<file path="src/rtl/mem_bank_arb_pkg.sv">
// mem_bank_arb_pkg: shared constants, FSM states and request record for the 2RW bank arbiter
package mem_bank_arb_pkg;
  localparam int AW = 5;
  localparam int DW = 80;
  localparam int NB = DW / 8;
  localparam int IDW = 3;
  typedef enum logic {ST_INIT, ST_RUN} state_e;
  typedef struct packed {
    logic wmode;
    logic [AW-1:0] addr;
    logic [NB-1:0] bmask;
    logic [DW-1:0] wdata;
  } req_t;
endpackage

</file>
<file path="src/rtl/mem_bank_2rw_arb_80_if.sv">
// mem_bank_2rw_arb_80_if: requester request/response bus of the 2RW bank arbiter
// Ports (signals): req_valid/req_ready/req_wmode per requester; req_addr/req_bmask/req_wdata packed per requester;
//   rsp_valid/rsp_id/rsp_rdata per bank port lane. master = requesters, slave = arbiter.
interface mem_bank_2rw_arb_80_if import mem_bank_arb_pkg::*; #(parameter int NREQ = 4);
  logic [NREQ-1:0] req_valid, req_ready, req_wmode;
  logic [NREQ*AW-1:0] req_addr;
  logic [NREQ*NB-1:0] req_bmask;
  logic [NREQ*DW-1:0] req_wdata;
  logic [1:0] rsp_valid;
  logic [2*IDW-1:0] rsp_id;
  logic [2*DW-1:0] rsp_rdata;
  modport master (output req_valid, req_wmode, req_addr, req_bmask, req_wdata,
                  input req_ready, rsp_valid, rsp_id, rsp_rdata);
  modport slave (input req_valid, req_wmode, req_addr, req_bmask, req_wdata,
                 output req_ready, rsp_valid, rsp_id, rsp_rdata);
endinterface

</file>
<file path="src/rtl/mem_bank_rr_pick2.sv">
// mem_bank_rr_pick2: combinational two-winner round-robin picker with same-address conflict skip
// Ports: i_valid/i_wmode/i_addr per requester, i_ptr scan start; o_g0/o_id0 winner for RW0, o_g1/o_id1 winner for RW1.
module mem_bank_rr_pick2 import mem_bank_arb_pkg::*; #(parameter int NREQ = 4) (
  input  logic [NREQ-1:0]         i_valid,
  input  logic [NREQ-1:0]         i_wmode,
  input  logic [NREQ-1:0][AW-1:0] i_addr,
  input  logic [IDW-1:0]          i_ptr,
  output logic                    o_g0,
  output logic                    o_g1,
  output logic [IDW-1:0]          o_id0,
  output logic [IDW-1:0]          o_id1
);
  logic [AW-1:0] w_a0;
  logic w_w0;
  // pass 0 scans ptr..NREQ-1, pass 1 wraps over 0..ptr-1; a later candidate touching the
  // first winner's address is skipped unless both are reads
  always_comb begin
    o_g0 = 1'b0;
    o_g1 = 1'b0;
    o_id0 = '0;
    o_id1 = '0;
    w_a0 = '0;
    w_w0 = 1'b0;
    for (int p = 0; p < 2; p++)
      for (int j = 0; j < NREQ; j++)
        if (((p == 0) == (IDW'(j) >= i_ptr)) && i_valid[j]) begin
          if (!o_g0) begin
            o_g0 = 1'b1;
            o_id0 = IDW'(j);
            w_a0 = i_addr[j];
            w_w0 = i_wmode[j];
          end else if (!o_g1 && !(i_addr[j] == w_a0 && (i_wmode[j] || w_w0))) begin
            o_g1 = 1'b1;
            o_id1 = IDW'(j);
          end
        end
  end
endmodule

</file>
<file path="src/rtl/mem_bank_2rw_arb_80.sv">
// mem_bank_2rw_arb_80: shares one 32x80 two-port byte-masked bank between NREQ requesters
// Ports: i_clock, i_reset (sync, active-high); bus (slave modport) request/response bus;
//   o_init_done bank usable; o_rwP_* / i_rwP_rdata drive bank ports RW0/RW1 (o_rwP_clk = i_clock).
// Option: MEM_BANK_ARB_INIT_EN zero-fills the bank (two addresses per cycle) after reset.
module mem_bank_2rw_arb_80 import mem_bank_arb_pkg::*; #(parameter int NREQ = 4) (
  input  logic          i_clock,
  input  logic          i_reset,
  mem_bank_2rw_arb_80_if.slave bus,
  output logic          o_init_done,
  output logic          o_rw0_clk,
  output logic          o_rw0_en,
  output logic          o_rw0_wmode,
  output logic [AW-1:0] o_rw0_addr,
  output logic [DW-1:0] o_rw0_wmask,
  output logic [DW-1:0] o_rw0_wdata,
  input  logic [DW-1:0] i_rw0_rdata,
  output logic          o_rw1_clk,
  output logic          o_rw1_en,
  output logic          o_rw1_wmode,
  output logic [AW-1:0] o_rw1_addr,
  output logic [DW-1:0] o_rw1_wmask,
  output logic [DW-1:0] o_rw1_wdata,
  input  logic [DW-1:0] i_rw1_rdata
);
`ifdef MEM_BANK_ARB_INIT_EN
  localparam state_e RST_ST = ST_INIT;
`else
  localparam state_e RST_ST = ST_RUN;
`endif
  req_t [NREQ-1:0] w_req;
  logic [NREQ-1:0][AW-1:0] w_av;
  state_e r_state, w_state;
  logic [AW-2:0] r_init_addr;
  logic [IDW-1:0] r_ptr, w_id0, w_id1, w_last;
  logic [1:0][IDW-1:0] w_id, r_rsp_id;
  logic [1:0] w_g, w_en, w_wm, r_rsp_valid;
  logic [1:0][AW-1:0] w_pa;
  logic [1:0][DW-1:0] w_pm, w_pd, w_rd, r_rsp_rdata;
  logic w_g0, w_g1, w_run, r_init_done;
  for (genvar g = 0; g < NREQ; g++) begin : g_unpack
    assign w_req[g] = {bus.req_wmode[g], bus.req_addr[g*AW +: AW], bus.req_bmask[g*NB +: NB], bus.req_wdata[g*DW +: DW]};
    assign w_av[g] = w_req[g].addr;
  end
  assign w_run = r_init_done && !i_reset;
  mem_bank_rr_pick2 #(.NREQ(NREQ)) u_pick (
    .i_valid(bus.req_valid & {NREQ{w_run}}),
    .i_wmode(bus.req_wmode),
    .i_addr(w_av),
    .i_ptr(r_ptr),
    .o_g0(w_g0),
    .o_g1(w_g1),
    .o_id0(w_id0),
    .o_id1(w_id1)
  );
  assign w_g = {w_g1, w_g0};
  assign w_id = {w_id1, w_id0};
  assign w_last = w_g1 ? w_id1 : w_id0;
  assign w_rd = {i_rw1_rdata, i_rw0_rdata};
  assign w_state = i_reset ? RST_ST : (r_state == ST_INIT && &r_init_addr) ? ST_RUN : r_state;
  always_comb begin
    bus.req_ready = '0;
    for (int j = 0; j < NREQ; j++)
      bus.req_ready[j] = (w_g0 && w_id0 == IDW'(j)) || (w_g1 && w_id1 == IDW'(j));
  end
  // INIT zero-fills even/odd address pairs; RUN routes each winner's fields onto its port
  always_comb begin
    w_en = '0;
    w_wm = '0;
    w_pa = '0;
    w_pm = '0;
    w_pd = '0;
    for (int p = 0; p < 2; p++)
      if (r_state == ST_INIT && !i_reset) begin
        w_en[p] = 1'b1;
        w_wm[p] = 1'b1;
        w_pa[p] = {r_init_addr, 1'(p)};
        w_pm[p] = DW'({NB{1'b1}});
      end else
        for (int j = 0; j < NREQ; j++)
          if (w_g[p] && w_id[p] == IDW'(j)) begin
            w_en[p] = 1'b1;
            w_wm[p] = w_req[j].wmode;
            w_pa[p] = w_req[j].addr;
            w_pm[p] = DW'(w_req[j].bmask);
            w_pd[p] = w_req[j].wdata;
          end
  end
  always_ff @(posedge i_clock) begin
    r_state <= w_state;
    r_init_done <= !i_reset && w_state == ST_RUN;
    if (i_reset) begin
      r_init_addr <= '0;
      r_ptr <= '0;
      r_rsp_valid <= '0;
      r_rsp_id <= '0;
      r_rsp_rdata <= '0;
    end else begin
      if (r_state == ST_INIT) r_init_addr <= r_init_addr + 1'b1;
      if (w_g0) r_ptr <= (w_last == IDW'(NREQ - 1)) ? '0 : w_last + 1'b1;
      for (int p = 0; p < 2; p++) begin
        r_rsp_valid[p] <= w_en[p] && !w_wm[p];
        if (w_en[p] && !w_wm[p]) begin
          r_rsp_id[p] <= w_id[p];
          r_rsp_rdata[p] <= w_rd[p];
        end
      end
    end
  end
  // a response still registered when reset arrives is never presented
  assign bus.rsp_valid = r_rsp_valid & {2{!i_reset}};
  assign bus.rsp_id = r_rsp_id;
  assign bus.rsp_rdata = r_rsp_rdata;
  assign o_init_done = r_init_done;
  assign o_rw0_clk = i_clock;
  assign o_rw0_en = w_en[0];
  assign o_rw0_wmode = w_wm[0];
  assign o_rw0_addr = w_pa[0];
  assign o_rw0_wmask = w_pm[0];
  assign o_rw0_wdata = w_pd[0];
  assign o_rw1_clk = i_clock;
  assign o_rw1_en = w_en[1];
  assign o_rw1_wmode = w_wm[1];
  assign o_rw1_addr = w_pa[1];
  assign o_rw1_wmask = w_pm[1];
  assign o_rw1_wdata = w_pd[1];
endmodule
</file>
<file path="src/flat_wrapper.sv">
// flat-port wrapper written by rule: the top's interface ports become plain ports
module mem_bank_2rw_arb_80_flat import mem_bank_arb_pkg::*;
#(parameter int NREQ = 4)
  (i_clock, i_reset, o_init_done, o_rw0_clk, o_rw0_en, o_rw0_wmode, o_rw0_addr, o_rw0_wmask, o_rw0_wdata, i_rw0_rdata, o_rw1_clk, o_rw1_en, o_rw1_wmode, o_rw1_addr, o_rw1_wmask, o_rw1_wdata, i_rw1_rdata, bus_req_valid, bus_req_wmode, bus_req_addr, bus_req_bmask, bus_req_wdata, bus_req_ready, bus_rsp_valid, bus_rsp_id, bus_rsp_rdata);
  mem_bank_2rw_arb_80_if #(.NREQ(NREQ)) bus_i ();
  input  logic i_clock;
  input  logic i_reset;
  output logic o_init_done;
  output logic o_rw0_clk;
  output logic o_rw0_en;
  output logic o_rw0_wmode;
  output logic [AW-1:0] o_rw0_addr;
  output logic [DW-1:0] o_rw0_wmask;
  output logic [DW-1:0] o_rw0_wdata;
  input  logic [DW-1:0] i_rw0_rdata;
  output logic o_rw1_clk;
  output logic o_rw1_en;
  output logic o_rw1_wmode;
  output logic [AW-1:0] o_rw1_addr;
  output logic [DW-1:0] o_rw1_wmask;
  output logic [DW-1:0] o_rw1_wdata;
  input  logic [DW-1:0] i_rw1_rdata;
  input wire logic [$bits(bus_i.req_valid)-1:0] bus_req_valid;
  input wire logic [$bits(bus_i.req_wmode)-1:0] bus_req_wmode;
  input wire logic [$bits(bus_i.req_addr)-1:0] bus_req_addr;
  input wire logic [$bits(bus_i.req_bmask)-1:0] bus_req_bmask;
  input wire logic [$bits(bus_i.req_wdata)-1:0] bus_req_wdata;
  output wire logic [$bits(bus_i.req_ready)-1:0] bus_req_ready;
  output wire logic [$bits(bus_i.rsp_valid)-1:0] bus_rsp_valid;
  output wire logic [$bits(bus_i.rsp_id)-1:0] bus_rsp_id;
  output wire logic [$bits(bus_i.rsp_rdata)-1:0] bus_rsp_rdata;
  assign bus_i.req_valid = bus_req_valid;
  assign bus_i.req_wmode = bus_req_wmode;
  assign bus_i.req_addr = bus_req_addr;
  assign bus_i.req_bmask = bus_req_bmask;
  assign bus_i.req_wdata = bus_req_wdata;
  assign bus_req_ready = bus_i.req_ready;
  assign bus_rsp_valid = bus_i.rsp_valid;
  assign bus_rsp_id = bus_i.rsp_id;
  assign bus_rsp_rdata = bus_i.rsp_rdata;
  mem_bank_2rw_arb_80 #(.NREQ(NREQ)) u_core (.i_clock(i_clock), .i_reset(i_reset), .bus(bus_i), .o_init_done(o_init_done), .o_rw0_clk(o_rw0_clk), .o_rw0_en(o_rw0_en), .o_rw0_wmode(o_rw0_wmode), .o_rw0_addr(o_rw0_addr), .o_rw0_wmask(o_rw0_wmask), .o_rw0_wdata(o_rw0_wdata), .i_rw0_rdata(i_rw0_rdata), .o_rw1_clk(o_rw1_clk), .o_rw1_en(o_rw1_en), .o_rw1_wmode(o_rw1_wmode), .o_rw1_addr(o_rw1_addr), .o_rw1_wmask(o_rw1_wmask), .o_rw1_wdata(o_rw1_wdata), .i_rw1_rdata(i_rw1_rdata));
endmodule
</file>
<file path="config.mk">
export PLATFORM = sky130hd
export DESIGN_NAME = mem_bank_2rw_arb_80_flat
export DESIGN_NICKNAME = d
export VERILOG_FILES = /design/src/rtl/mem_bank_arb_pkg.sv /design/src/rtl/mem_bank_2rw_arb_80_if.sv /design/src/rtl/mem_bank_rr_pick2.sv /design/src/rtl/mem_bank_2rw_arb_80.sv /design/src/flat_wrapper.sv
export SDC_FILE = /design/constraint.sdc
export NUM_CORES = 1
export LEC_CHECK = 0
export CAP_MARGIN = 25
export CORE_AREA = 3 3 406 408
export DETAILED_ROUTE_END_ITERATION = 10
export DIE_AREA = 0 0 409 411
export PLACE_DENSITY_LB_ADDON = 0.15
export SLEW_MARGIN = 10
export SYNTH_ARGS = -nofsm -noshare
export SYNTH_HDL_FRONTEND = slang
export SYNTH_SLANG_ARGS = --single-unit
</file>
<file path="constraint.sdc">
create_clock -name i_clock -period 7.7 [get_ports i_clock]
set_input_delay 1.925 -clock i_clock [delete_from_list [all_inputs] [get_ports i_clock]]
set_output_delay 1.925 -clock i_clock [all_outputs]
set_load 0.1 [all_outputs]
</file>
==> results.md <==
* Status: completed
* Slowest CP cell: clkdlybuf4s50_1
* Later-pin clock latency in the skew report at 0.61 ns
* Max Freq at between 0.1 and 0.15 GHz
* Final WL at between 100 and 150 mm
* Largest delay share family, worst path: buffers and inverters
* Register bit total from synthesis at roughly 170
* I/O pin cnt at ~1.1k
* Hold_buf cts at 0
* Worst slew pin tran at between 1 and 1.5 ns
* Async SR Flop Fraction at 0%
* DRC violations left at 0
* Crit-path cells: clkdlybuf4s50_1 > and3_1 > a221oi_4 > or2_2 > buf_4 > xnor2_1 > nand4_1 > o21a_1 > a2111o_1 > o22ai_4 > buf_12 > buf_16 > buf_16 > nand2_1 > a21oi_4 > buf_12
* Max-slew headroom at the worst pin at about 26%
* Most common library cell in the layout ignoring fill and taps: clkdlybuf4s50_1
* CTS tree: built
* Final net count at roughly 3.5k
* Worst-path clk slew at 0.07 ns
* Worst path arrival time at roughly 5.7 ns
* Type of the worst setup path: input port to output port
* PortBufs at ~900
* Die height at 411 µm
* Post-DRT Antenna Nets at 0
* Routed wire per std cell at between 20 and 25 µm
* Setup TNS at 0 ns
* R2R cell count at 16
* Sequential area share after synthesis at between 20% and 30%
* Avg Inst Size Synth at roughly 6.9 µm²
* Crit Reg-Reg Startpoint: u_core.r_ptr[1]$_SDFFE_PP0P_
* Initial DRC count at between 1.5k and 2k
* MaxCap Viol Count at 0
* Worst vdd ir at 0.4195 mV
* Minimum hold slack at about 0.45 ns
* Crit share post-route at between 90% and 100%
* FF-to-FF End: u_core.bus.rsp_rdata[136]$_SDFFE_PP0P_
* Ys flop type: dfxtp_1
* Netlist cell types at around 70
* First-pass GRT wire length at roughly 170 mm
* Via Count at about 19k
* Post-synthesis simple-gate area fraction at between 10% and 20%
* Synth Warn # at 0
* DRT Pass-1 Iters at 9
* Vias per inst at about 3.8
* EDFF count, synth at 0
* FP Rows at around 150
* Min-delay worst type: flip-flop to flip-flop
* Core ar. at approximately 0.16 mm²
* CP bufs+invs at 6
* Fin. max-slew vios at 0
* Final Hold Viols at 0
* Worst EP required at between 5 and 6 ns
* Die width at slightly above 400 µm
* R2r setup slk at ~2.7 ns
* Area Growth Syn to Fin at 126.0%
* Largest family of logic cells by synthesized area: compound AO/OA/AOI/OAI gates
* Post-Synth Adder-Cell Area at less than 1%
* Final setup viols at 0
* Gpl congestion at roughly 0.86
* Clock skew at ~0.022 ns
* Xor/xnor share of the synthesized area at under 10%
* Post-layout min period at roughly 7.6 ns
* Hold path cells at 2
* CP max FO at 21
* Commonest cells after routing, fill and taps aside: 711 x clkdlybuf4s50_1, 433 x nand2_1, 238 x buf_12
* Mux share of post-synthesis cell area at under 10%
* WHS Endpoint: u_core.bus.rsp_rdata[26]$_SDFFE_PP0P_
* CP Capture Type: output port
* Total gr overflow at 0
* Initial core utilization at under 10%
* P per Cell Area at 155.4 mW/mm²
* Synth Area in Compound Gates at 36.36%
* Initial antenna violation count at 29
* Total Routing Usage GR at 14.26%
* Vias in the first global route at between 15k and 20k
* Critical hold path startpoint: u_core.bus.rsp_rdata[26]$_SDFFE_PP0P_
* DP HPWL at ~100 mm
* Slowest stage delay, CP at ~0.7 ns
* Crit path launch type: input port
* P_leak at roughly 11 nW
* Post-synthesis cell count at 1909
* DIE AREA at about 0.17 mm²
* Post-synthesis cell area at ~0.013 mm²
* Largest net degree at the start of global routing at roughly 120
* Layout cells sized above 1 at a little under a quarter
-- how the worst max path moves through the flow --
stage / start / to / slack [ns] / cells after the start
4_1_cts: bus_req_valid[1] / o_rw1_wdata[31] / 0.001 / 15
3_3_place_gp: bus_req_valid[0] / o_rw1_wdata[31] / -0.82 / 17
2_1_floorplan: i_reset / o_rw1_addr[2] / 0.03 / 14
5_1_grt: bus_req_addr[1] / o_rw1_wdata[59] / -0.02 / 17
6_report: bus_req_addr[0] / o_rw1_wdata[59] / 0.13 / 16
3_5_place_dp: bus_req_valid[0] / o_rw1_wdata[31] / -0.87 / 17
-- layout make-up --
type,count,area [µm²]
Tap cell,2175,2721
Clock inverter,13,130.1
Clock buffer,24,549.3
Inverter,9,33.78
Sequential cell,174,3483
Antenna cell,5,12.51
Fill cell,18150,132100
Multi-Input combinational cell,1522,9133
Timing Repair Buffer,1189,13850
-- report_power, final --
part           leakage [nW]  switching [mW]  internal [mW]
Clock                 0.314           0.557          0.530
Sequential             1.42          0.0272          0.949
Combinational          8.81            1.76          0.820
-- worst reg2reg max path, cell delays in order (launching register included) --
cell       delay (ns)
dfxtp_1          0.69
nor3b_2          0.16
and3b_2          0.32
a22o_4           0.27
mux2i_4          0.25
buf_6            0.15
a221oi_2         0.08
a2111oi_4        0.27
a311oi_4         0.18
a2111o_1         0.47
buf_4            0.18
o21ba_1          0.22
o221ai_4         0.17
buf_4            0.42
buf_4            0.59
nand3_1          0.36
a21oi_1          0.20
-- sequential cells by signal (all words and copies together) (netlist names) --
register / cells
u_core.r_ptr: 2
u_core.bus.rsp_id: 4
u_core.r_init_addr: 4
u_core.o_init_done: 1
u_core.r_state: 1
u_core.r_rsp_valid: 2
u_core.bus.rsp_rdata: 160
-- what timing repair did --
item / in CTS / in global routing
resized for setup: 42 / 30
pin swaps: 8 / 14
cloned: 1 / 2
setup endpoints to repair: 101 / 87
endpoints found under the hold margin: 0 / 0
setup buffers: 10 / 14
-- kinds of logic after synthesis --
kind of cell | count (synthesis)
AND/OR/NAND/NOR | 619
flip-flops | 174
adder cells (fa/ha/maj) | 2
XOR/XNOR | 25
buffers and inverters | 354
AO/OA/AOI/OAI | 715
multiplexers | 19
other | 1
-- metrics by stage --
stage          setup WS (ns)  utilization, %  power [mW]  area, µm²  std cells
6_report              0.1255           18.46       4.648      29910       5111
5_1_grt             -0.01654           18.46       4.829      29910       5109
4_1_cts             0.001422           18.27       4.719      29600       5091
3_5_place_dp         -0.8663           17.67       3.672      28630       5045
3_3_place_gp         -0.8227           17.62       3.676      28550       5042
2_1_floorplan        0.02980               -       2.633      14090       2050
-- cell usage after synthesis (3+ instances only) --
cell | n | area (µm²)
nor3_1 | 8 | 40.04
a311oi_1 | 3 | 26.28
a21oi_1 | 258 | 1291
nor2b_1 | 14 | 87.58
o21ai_1 | 54 | 270.3
mux2i_1 | 17 | 170.2
buf_2 | 28 | 140.1
nor2_1 | 36 | 135.1
xnor2_1 | 8 | 70.07
o22ai_1 | 3 | 18.77
a21o_1 | 6 | 45.04
a22oi_1 | 7 | 52.55
nand2b_1 | 6 | 37.54
buf_4 | 144 | 1081
dfxtp_1 | 174 | 3483
nand4_1 | 5 | 31.28
and3b_1 | 3 | 26.28
xor2_1 | 17 | 148.9
a32oi_1 | 3 | 26.28
and2_1 | 3 | 18.77
o221ai_1 | 87 | 762.0
a221oi_1 | 14 | 122.6
a222oi_1 | 80 | 800.8
and3_1 | 8 | 50.05
inv_1 | 8 | 30.03
a221o_1 | 23 | 230.2
clkbuf_1 | 160 | 600.6
nand2_1 | 438 | 1644
buf_1 | 13 | 48.80
o21ai_0 | 56 | 280.3
a211oi_1 | 3 | 22.52
a31oi_1 | 87 | 544.3
or2_2 | 5 | 31.28
nand3_1 | 85 | 425.4
-- layer usage --
layer | vias to the layer above | track usage, % | share of wire [%]
li1 | 8822 | - | -
met1 | 9411 | 16.67 | 40
met2 | 894 | 25.32 | 50
met3 | 89 | 4.872 | 8.9
met4 | 20 | 2.460 | 1.3
met5 | - | 0 | 0.10
(Power assumes the default switching activity.)
